**src/rtl/seven_seg_scan_ctrl.sv**
```systemverilog
// seven_seg_scan_ctrl
// Multi-digit common-anode seven-segment scanner. A binary value is shown either
// as hex nibbles (loaded directly) or as decimal via a sequential double-dabble
// converter, one shift per clock. The digits are time-multiplexed, one slot per tick.
//
// Converter FSM
//   state  | meaning
//   S_IDLE | waiting for value_valid; hex loads complete here in one edge
//   S_CONV | double-dabble running, busy high, one iteration per clock
module seven_seg_scan_ctrl #(
  parameter int NUM_DIGITS = 8,
  parameter int VALUE_W    = 32,
  parameter int TICK_DIV   = 100000
) (
  input  logic                  clock,
  input  logic                  reset_n,
  input  logic [VALUE_W-1:0]    value,
  input  logic                  value_valid,
  input  logic                  hex_mode,
  input  logic                  blank_lz,
  input  logic [NUM_DIGITS-1:0] dp_mask,
  input  logic                  enable,
  output logic [NUM_DIGITS-1:0] anode,
  output logic [6:0]            cathode,
  output logic                  dp,
  output logic                  busy,
  output logic                  overflow
);

  localparam int DW = NUM_DIGITS * 4;
  localparam int XW = (VALUE_W > DW) ? VALUE_W : DW;
  localparam int TW = $clog2(TICK_DIV);
  localparam int IW = $clog2(NUM_DIGITS);
  localparam int CW = $clog2(VALUE_W + 1);

  localparam logic [TW-1:0] TICK_LAST = TW'(TICK_DIV - 1);
  localparam logic [IW-1:0] IDX_LAST  = IW'(NUM_DIGITS - 1);
  localparam logic [CW-1:0] ITER_LAST = CW'(VALUE_W - 1);
  localparam logic [XW-1:0] LOW_MASK  = XW'({DW{1'b1}});

  typedef enum logic {S_IDLE, S_CONV} state_t;

  state_t               state;
  logic [DW-1:0]        display;
  logic [DW-1:0]        bcd_reg;
  logic [DW-1:0]        bcd_adj;
  logic [DW-1:0]        bcd_shifted;
  logic [VALUE_W-1:0]   shift_reg;
  logic [CW-1:0]        iter_cnt;
  logic                 sticky;
  logic [XW-1:0]        value_ext;

  logic [TW-1:0]        tick_cnt;
  logic                 tick;
  logic [IW-1:0]        scan_idx;
  logic [IW-1:0]        idx_next;
  logic [3:0]           digit_next;
  logic                 upper_zero;
  logic                 blank_next;

  function automatic logic [6:0] seg_decode(input logic [3:0] d);
    case (d)
      4'h0: seg_decode = 7'h40;
      4'h1: seg_decode = 7'h79;
      4'h2: seg_decode = 7'h24;
      4'h3: seg_decode = 7'h30;
      4'h4: seg_decode = 7'h19;
      4'h5: seg_decode = 7'h12;
      4'h6: seg_decode = 7'h02;
      4'h7: seg_decode = 7'h78;
      4'h8: seg_decode = 7'h00;
      4'h9: seg_decode = 7'h10;
      4'hA: seg_decode = 7'h08;
      4'hB: seg_decode = 7'h03;
      4'hC: seg_decode = 7'h46;
      4'hD: seg_decode = 7'h21;
      4'hE: seg_decode = 7'h06;
      default: seg_decode = 7'h0E;
    endcase
  endfunction

  assign value_ext = XW'(value);
  assign tick      = (tick_cnt == TICK_LAST);

  // Double-dabble step: +3 on every digit >= 5, then shift the next value bit in.
  always_comb begin
    bcd_adj = bcd_reg;
    for (int d = 0; d < NUM_DIGITS; d++) begin
      if (bcd_reg[d*4 +: 4] >= 4'd5) bcd_adj[d*4 +: 4] = bcd_reg[d*4 +: 4] + 4'd3;
    end
    bcd_shifted = {bcd_adj[DW-2:0], shift_reg[VALUE_W-1]};
  end

  // Converter FSM; display is only written once a result is complete.
  always_ff @(posedge clock or negedge reset_n) begin
    if (!reset_n) begin
      state     <= S_IDLE;
      busy      <= 1'b0;
      overflow  <= 1'b0;
      display   <= '0;
      bcd_reg   <= '0;
      shift_reg <= '0;
      iter_cnt  <= '0;
      sticky    <= 1'b0;
    end else begin
      case (state)
        S_IDLE: begin
          if (value_valid) begin
            if (hex_mode) begin
              display  <= value_ext[DW-1:0];
              overflow <= |(value_ext & ~LOW_MASK);
            end else begin
              shift_reg <= value;
              bcd_reg   <= '0;
              sticky    <= 1'b0;
              iter_cnt  <= ITER_LAST;
              busy      <= 1'b1;
              state     <= S_CONV;
            end
          end
        end
        S_CONV: begin
          bcd_reg   <= bcd_shifted;
          shift_reg <= {shift_reg[VALUE_W-2:0], 1'b0};
          if (iter_cnt == '0) begin
            display  <= bcd_shifted;
            overflow <= sticky | bcd_adj[DW-1];
            busy     <= 1'b0;
            state    <= S_IDLE;
          end else begin
            iter_cnt <= iter_cnt - 1'b1;
            sticky   <= sticky | bcd_adj[DW-1];
          end
        end
        default: state <= S_IDLE;
      endcase
    end
  end

  // Next slot index and its blanking decision, evaluated against live inputs.
  always_comb begin
    idx_next   = (scan_idx == IDX_LAST) ? '0 : scan_idx + 1'b1;
    digit_next = display[{idx_next, 2'b00} +: 4];
    upper_zero = 1'b1;
    for (int d = 0; d < NUM_DIGITS; d++) begin
      if (d >= int'(idx_next) && display[d*4 +: 4] != 4'h0) upper_zero = 1'b0;
    end
    blank_next = !enable || (blank_lz && (idx_next != '0) && upper_zero);
  end

  // Slot timer: free-running 0..TICK_DIV-1.
  always_ff @(posedge clock or negedge reset_n) begin
    if (!reset_n) tick_cnt <= '0;
    else if (tick) tick_cnt <= '0;
    else tick_cnt <= tick_cnt + 1'b1;
  end

  // Advance the scan and register the pin values for the new slot on each tick.
  always_ff @(posedge clock or negedge reset_n) begin
    if (!reset_n) begin
      scan_idx <= '0;
      anode    <= '1;
      cathode  <= 7'h7F;
      dp       <= 1'b1;
    end else if (tick) begin
      scan_idx <= idx_next;
      if (blank_next) begin
        anode   <= '1;
        cathode <= 7'h7F;
        dp      <= 1'b1;
      end else begin
        anode   <= ~(NUM_DIGITS'(1) << idx_next);
        cathode <= seg_decode(digit_next);
        dp      <= ~dp_mask[idx_next];
      end
    end
  end

endmodule

```
**config.mk**
```make
export PLATFORM = sky130hd
export DESIGN_NAME = seven_seg_scan_ctrl
export DESIGN_NICKNAME = d
export VERILOG_FILES = /design/src/rtl/seven_seg_scan_ctrl.sv
export SDC_FILE = /design/constraint.sdc
export NUM_CORES = 1
export LEC_CHECK = 0
export ABC_AREA = 1
export BUFFER_PORTS_ARGS = -buffer_cell sky130_fd_sc_hd__buf_2
export CORE_MARGIN = 5
export CORE_UTILIZATION = 55
export CTS_BUF_LIST = sky130_fd_sc_hd__clkbuf_4 sky130_fd_sc_hd__clkbuf_8
export CTS_CLUSTER_DIAMETER = 120
export CTS_CLUSTER_SIZE = 20
export DETAILED_ROUTE_END_ITERATION = 16
export PLACE_DENSITY = 0.74
export RECOVER_POWER = 25
export REMOVE_ABC_BUFFERS = 1
export SYNTH_ARGS = -nofsm -noshare
export SYNTH_HDL_FRONTEND = slang
export SYNTH_SLANG_ARGS = --single-unit
export TNS_END_PERCENT = 100
```
**constraint.sdc**
```tcl
create_clock -name clock -period 2.52 [get_ports clock]
set_input_delay 0.378 -clock clock [delete_from_list [all_inputs] [get_ports clock]]
set_output_delay 0.378 -clock clock [all_outputs]
set_load 0.1 [all_outputs]
```
* Word-level counts from Yosys, hierarchy flattened
Memory sizes are Yosys's and may differ from the RTL's. Index checks and enable logic that the tools add are counted. W data, S select, Z words.
Storage, ports and cells: bits in registers 142, bits in latches 0, memory bits (writable) 0, ROM bits 112, bits of input ports 46, output and inout port bits 18, word-level logic and storage cells 132, memories kept 1
Cells by class: $add $sub $neg 11, multipliers 0, div/mod/pow operators 0, $lt $le $gt $ge 16, equality and inequality tests 7, shifts and indexed selects 2, muxes and demuxes 53, bitwise gates (word level) 4, reductions and logical operators 25
Memories:
- (no name shown) | words 16, bits a word 7, rd ports 1, clocked after Yosys merged registers in 0, wr ports 0, RTL line 62 | case (d)
Operator list (number):
- $mux W32 | 7
- $pmux W32 S2 | 3
- $add A4 B2 Y4 const B | 8
- $ge A4 B3 Y1 const B | 8
- $mux W4 | 8
- $reduce_bool A4 Y1 | 8
- $shiftx A32 B6 Y4 | 1
- $mux W1 | 22
- $mux W6 | 3
- $add A17 B1 Y17 const B | 1
- $eq A17 B17 Y1 const B | 1
- $mux W17 | 1
- $pmux W6 S2 | 1
- $ge A3 B3 Y1 const A | 3
- $logic_and A1 B1 Y1 | 9
- $reduce_and A3 Y1 | 3
- $mux W8 | 1
- $ne A2 B2 Y1 const B | 4
- $not A8 Y8 | 1
- $pmux W1 S2 | 4
- $shl A1 B3 Y8 const A | 1
- $mux W7 | 1
- $ge A1 B3 Y1 const A | 2
- $ge A2 B3 Y1 const A | 2
- 14 further kinds | 15

* Logic depth before layout (Yosys ltp)
depth after elaboration 15, gate-level depth with buffers 17, depth with buffers taken out 17

* Worst setup path before layout
No wires, ideal clock.
path kind register to register, from register scan_idx[0], to register cathode[3], library setup time 0.058 ns, data arrival time 2.287 ns, data required time 2.462 ns, setup slack 0.175 ns, cell stages (with the launch flop) 16, path buffers 0, clock period less this slack 2.345 ns, path through dfrtp_1 -> ha_1 -> ha_1 -> inv_2 -> nand2_2 -> nand2_4 -> nor2_1 -> nor2_1 -> nand2_1 -> o21ai_1 -> ha_1 -> nand3_1 -> nand3_1 -> nand3_1 -> nand2_1 -> inv_1
On the way: word-level cells in the longest chain between the ends 15, elaborated cells between the ends (all ways) 32, classes of those cells 1 x add/sub; 7 x order compare; 1 x eq/ne; 1 x shift; 10 x mux; 11 x reduce/logical; 1 x memory
Ends and longest elaborated chain:
- start, declared | RTL line 55 | logic [IW-1:0] scan_idx;
- start signal, assigned | RTL line 166 | scan_idx <= idx_next;
- $add A3 B1 Y3 / $eq A3 B3 Y1 (equally long branches) | RTL line 142 | idx_next = (scan_idx == IDX_LAST) ? '0 : scan_idx + 1'b1;
- $mux W3 (*) | RTL line 142
- $ge A1 B3 Y1 | RTL line 146 | if (d >= int'(idx_next) && display[d*4 +: 4] != 4'h0) upper_zero = 1'b0;
- $logic_and A1 B1 Y1 | RTL line 146
- $mux W1 (8 in a row) | RTL line 146
- $logic_and A1 B1 Y1 | RTL line 148 | blank_next = !enable || (blank_lz && (idx_next != '0) && upper_zero);
- $logic_or A1 B1 Y1 | RTL line 148
- $mux W7 (*) | RTL line 167 | if (blank_next) begin
- end signal, assigned | RTL line 173 | cathode <= seg_decode(digit_next);
- end, declared | RTL line 24 | output logic [6:0] cathode,
Mark *: on every way between the ends. The rest lies on a longest branch, timed or not. A chain may end at the register's enable or synchronous reset.

* Final worst setup path
from register scan_idx[0], to register cathode[0]
Same word-level chain as after synthesis.

==> results_dict.tcl <==
set metrics [dict create \
    fin_setup_tns_ps 0 \
    nNetsFinal 1134 \
    grt_max_degree 69 \
    arrival_ps 2760 \
    fin_util 0.630 \
    skew_ps 10.3 \
    whs_path_depth 3 \
    chipHeight_um 128 \
    hpwl_um 13200 \
    synth_edf_count 0 \
    instances_no_fill 1254 \
    drc_errors 0 \
    worstSetupPathType "flip-flop to flip-flop" \
    std_cell_rows 43 \
    leakage_nw 4.34 \
    wl_per_cell_um 14.7 \
    syn_area_per_cell_sq_um 7.77 \
    cts_root_buf "clkbuf_8" \
    worst_pin_slew_ps 1220 \
    final_hold_viol_count 0 \
    drv_cap 0 \
    max_clock_freq_mhz 423 \
    worst-path-stages 15 \
    post-route-period-util 0.937 \
    r2r_cells 15 \
    grt-ovfl-total 0 \
    status "complete, no violations" \
    pre_cts_ws_ps 54.2 \
    cts.sinks 142 \
    max_stage_delay_ps 390 \
    clock_latency_ps 460 \
    final_max_slew_viol_count 0 \
    swShare 0.425 \
    cpMostUsedCell "nand2_1" \
    power.density_nw_per_um2 1080 \
    routabilityCongestion 0.975 \
    netlist_instances 987 \
    p_sw_mw 3.99 \
    drt_wl_total_um 18500 \
    crit_chain "ha_1 -> ha_4 -> inv_2 -> nand2_2 -> o21ai_0 -> nand2_1 -> nand3_1 -> and2_1 -> ha_2 -> inv_1 -> nand2_1 -> nand3_1 -> nand3_1 -> nand2_1 -> nand2_1" \
    area_growth_pct 13.1 \
    yosysMostFrequentCell "nand2_1" \
    antenna_found_initial 0 \
    drive_gt1_frac 0.153 \
    power_frac_comb 0.429 \
    io_pins 64 \
    cts_tree "built" \
    cp.required_ps 2920 \
    n_fill_cell 1265 \
    clkPwrFrac 0.188 \
    first_pass_iters 5 \
    cts_max_path_buffers 2 \
    peakVddDrop_uv 742 \
    core-area_sq_um 13800 \
    cts_buffers 17 \
    yosysSeqAreaShare 0.466 \
    io_buffers 63 \
    max_slew_margin 0.185 \
    die_x_um 128 \
    cp_slowest_cell "dfrtp_1" \
    async_reset_ff_frac 1.00 \
    p_int_mw 5.40 \
    grt_pass1_wl_um 30800 \
    die_area_sq_um 16400 \
    n_antenna_cell 0 \
    dp_cells 1215 \
    path_delay_family "simple AND/OR/NAND/NOR gates" \
    ys_types 38 \
    grt_pass1_vias 6395 \
    setup_ws_ps 158 \
    p_seq_frac 0.383 \
    endpoint_kind "flip-flop" \
    grt.total_usage 0.234 \
    ant_nets 0 \
    ctsHtreeMaxLevel 4 \
    min_period_ps 2360 \
    vias 6761 \
    synth_top_area_cell "dfrtp_1" \
    drt_iter0_markers 504 \
    yosys.area.top_type_share 0.411 \
    hp-class "primary input to flip-flop" \
    synth_warnings 0 \
    synth_top_flop_cell "dfrtp_1" \
    yosys-top-cells-count "nand2_1, inv_1, dfrtp_1" \
    worst-path-buf-inv 2 \
    start_kind "flip-flop" \
    start_util 0.557 \
    viasPerCell 5.39 \
    clk_pin_slew_ps 70 \
    syn_area_sq_um 7670 \
    synth_seq_cells 142 \
    cp_max_fo 6 \
    setup_viol 0 \
    synthTopCellsByArea "dfrtp_1, nand2_1, o21ai_0" \
    grt_setup_unrepaired "false" \
]
==> metrics by stage <==
stage	instance area (sq um)	hold slack, ps	total power, mW
after floorplan	7540	82.4	6.46
after global placement	8230	355	7.47
after detailed placement	8230	355	7.59
after CTS	8620	144	9.39
after global routing	8670	156	10.2
final	8670	160	9.39
==> cell families after synthesis <==
| family | count (synthesis) | synth area share |
|---|---|---|
| simple gates | 408 | 0.226 |
| compound gates | 224 | 0.167 |
| buf+inv | 179 | 0.0897 |
| flops | 142 | 0.466 |
| fa+ha+maj | 27 | 0.0440 |
| xor+xnor | 7 | 0.00799 |
==> what timing repair did <==
| action | in CTS | in global routing |
|---|---|---|
| hold buffers | 1 | 0 |
| endpoints found under the setup margin | 1 | 7 |
| resized for setup | 1 | 7 |
| cloned | 0 | 1 |
| setup buffers | 0 | 5 |
| endpoints found under the hold margin | 48 | 0 |
| pin swaps | 0 | 4 |
==> cell type report <==
| type | count | area, sq um | area share |
|---|---|---|---|
| Clock inverter | 10 | 87.6 | 0.0101 |
| Clock buffer | 22 | 297 | 0.0342 |
| Tap cell | 180 | 225 | 0.0260 |
| Inverter | 149 | 559 | 0.0645 |
| Sequential cell | 142 | 3570 | 0.412 |
| Multi-Input combinational cell | 667 | 3450 | 0.397 |
| Timing Repair Buffer | 84 | 483 | 0.0557 |
==> cell usage in the layout, fill, tap and decap left out, types with 2 or more instances in the layout <==
| cell type | n |
|---|---|
| buf_4 | 16 |
| nor2_2 | 6 |
| nor2_4 | 2 |
| nand3_2 | 2 |
| nand3_1 | 58 |
| o311ai_0 | 6 |
| a211oi_1 | 5 |
| o211ai_1 | 16 |
| clkbuf_2 | 3 |
| ha_1 | 25 |
| inv_1 | 142 |
| a21oi_1 | 45 |
| nand2_2 | 7 |
| buf_2 | 62 |
| nor3_1 | 11 |
| dfrtp_1 | 125 |
| o22ai_1 | 10 |
| nand2_1 | 188 |
| nand4_1 | 5 |
| o21ai_0 | 108 |
| clkbuf_4 | 2 |
| dfstp_2 | 16 |
| o221ai_1 | 3 |
| clkinv_4 | 2 |
| nor2_1 | 120 |
| nor4_1 | 2 |
| clkinvlp_4 | 2 |
| clkinv_2 | 5 |
| a31oi_1 | 14 |
| o21bai_1 | 13 |
| xor2_1 | 7 |
| clkbuf_8 | 21 |
| nand2_4 | 4 |
| inv_2 | 7 |
==> worst paths after layout <==
check | from | slack, ps | to
max in group asynchronous | reset_n | 460 | shift_reg[27]
min | value[22] | 160 | shift_reg[22]
max | scan_idx[0] | 160 | cathode[0]
min in group asynchronous | reset_n | 700 | tick_cnt[14]
min reg2reg | tick_cnt[0] | 460 | tick_cnt[0]
max reg2reg | scan_idx[0] | 160 | cathode[0]
==> power groups by stage <==
stage / Combinational, mW / Clock (mW) / Sequential, mW
global route: 4.63 / 1.91 / 3.69
global placement: 3.87 / 0 / 3.60
floorplan: 2.81 / 0 / 3.65
detailed placement: 3.96 / 0 / 3.62
CTS: 4.01 / 1.79 / 3.59
finish: 4.03 / 1.76 / 3.60
==> metal layers <==
metal | wire length (um) | vias to the layer above | track usage
met2 | 8500 | 199 | 0.372
met1 | 8610 | 3163 | 0.322
met4 | 383 | 0 | 0.0811
met5 | 0 | - | 0
li1 | - | 3371 | -
met3 | 1010 | 28 | 0.0458
==> worst reg2reg max path: cells and delay by family (launching register included) <==
| family | cells | cell delay, ps |
|---|---|---|
| buf+inv | 2 | 130 |
| flops | 1 | 390 |
| simple gates | 9 | 960 |
| compound gates | 1 | 180 |
| fa+ha+maj | 3 | 640 |
Power figures use the tool's default switching activity.
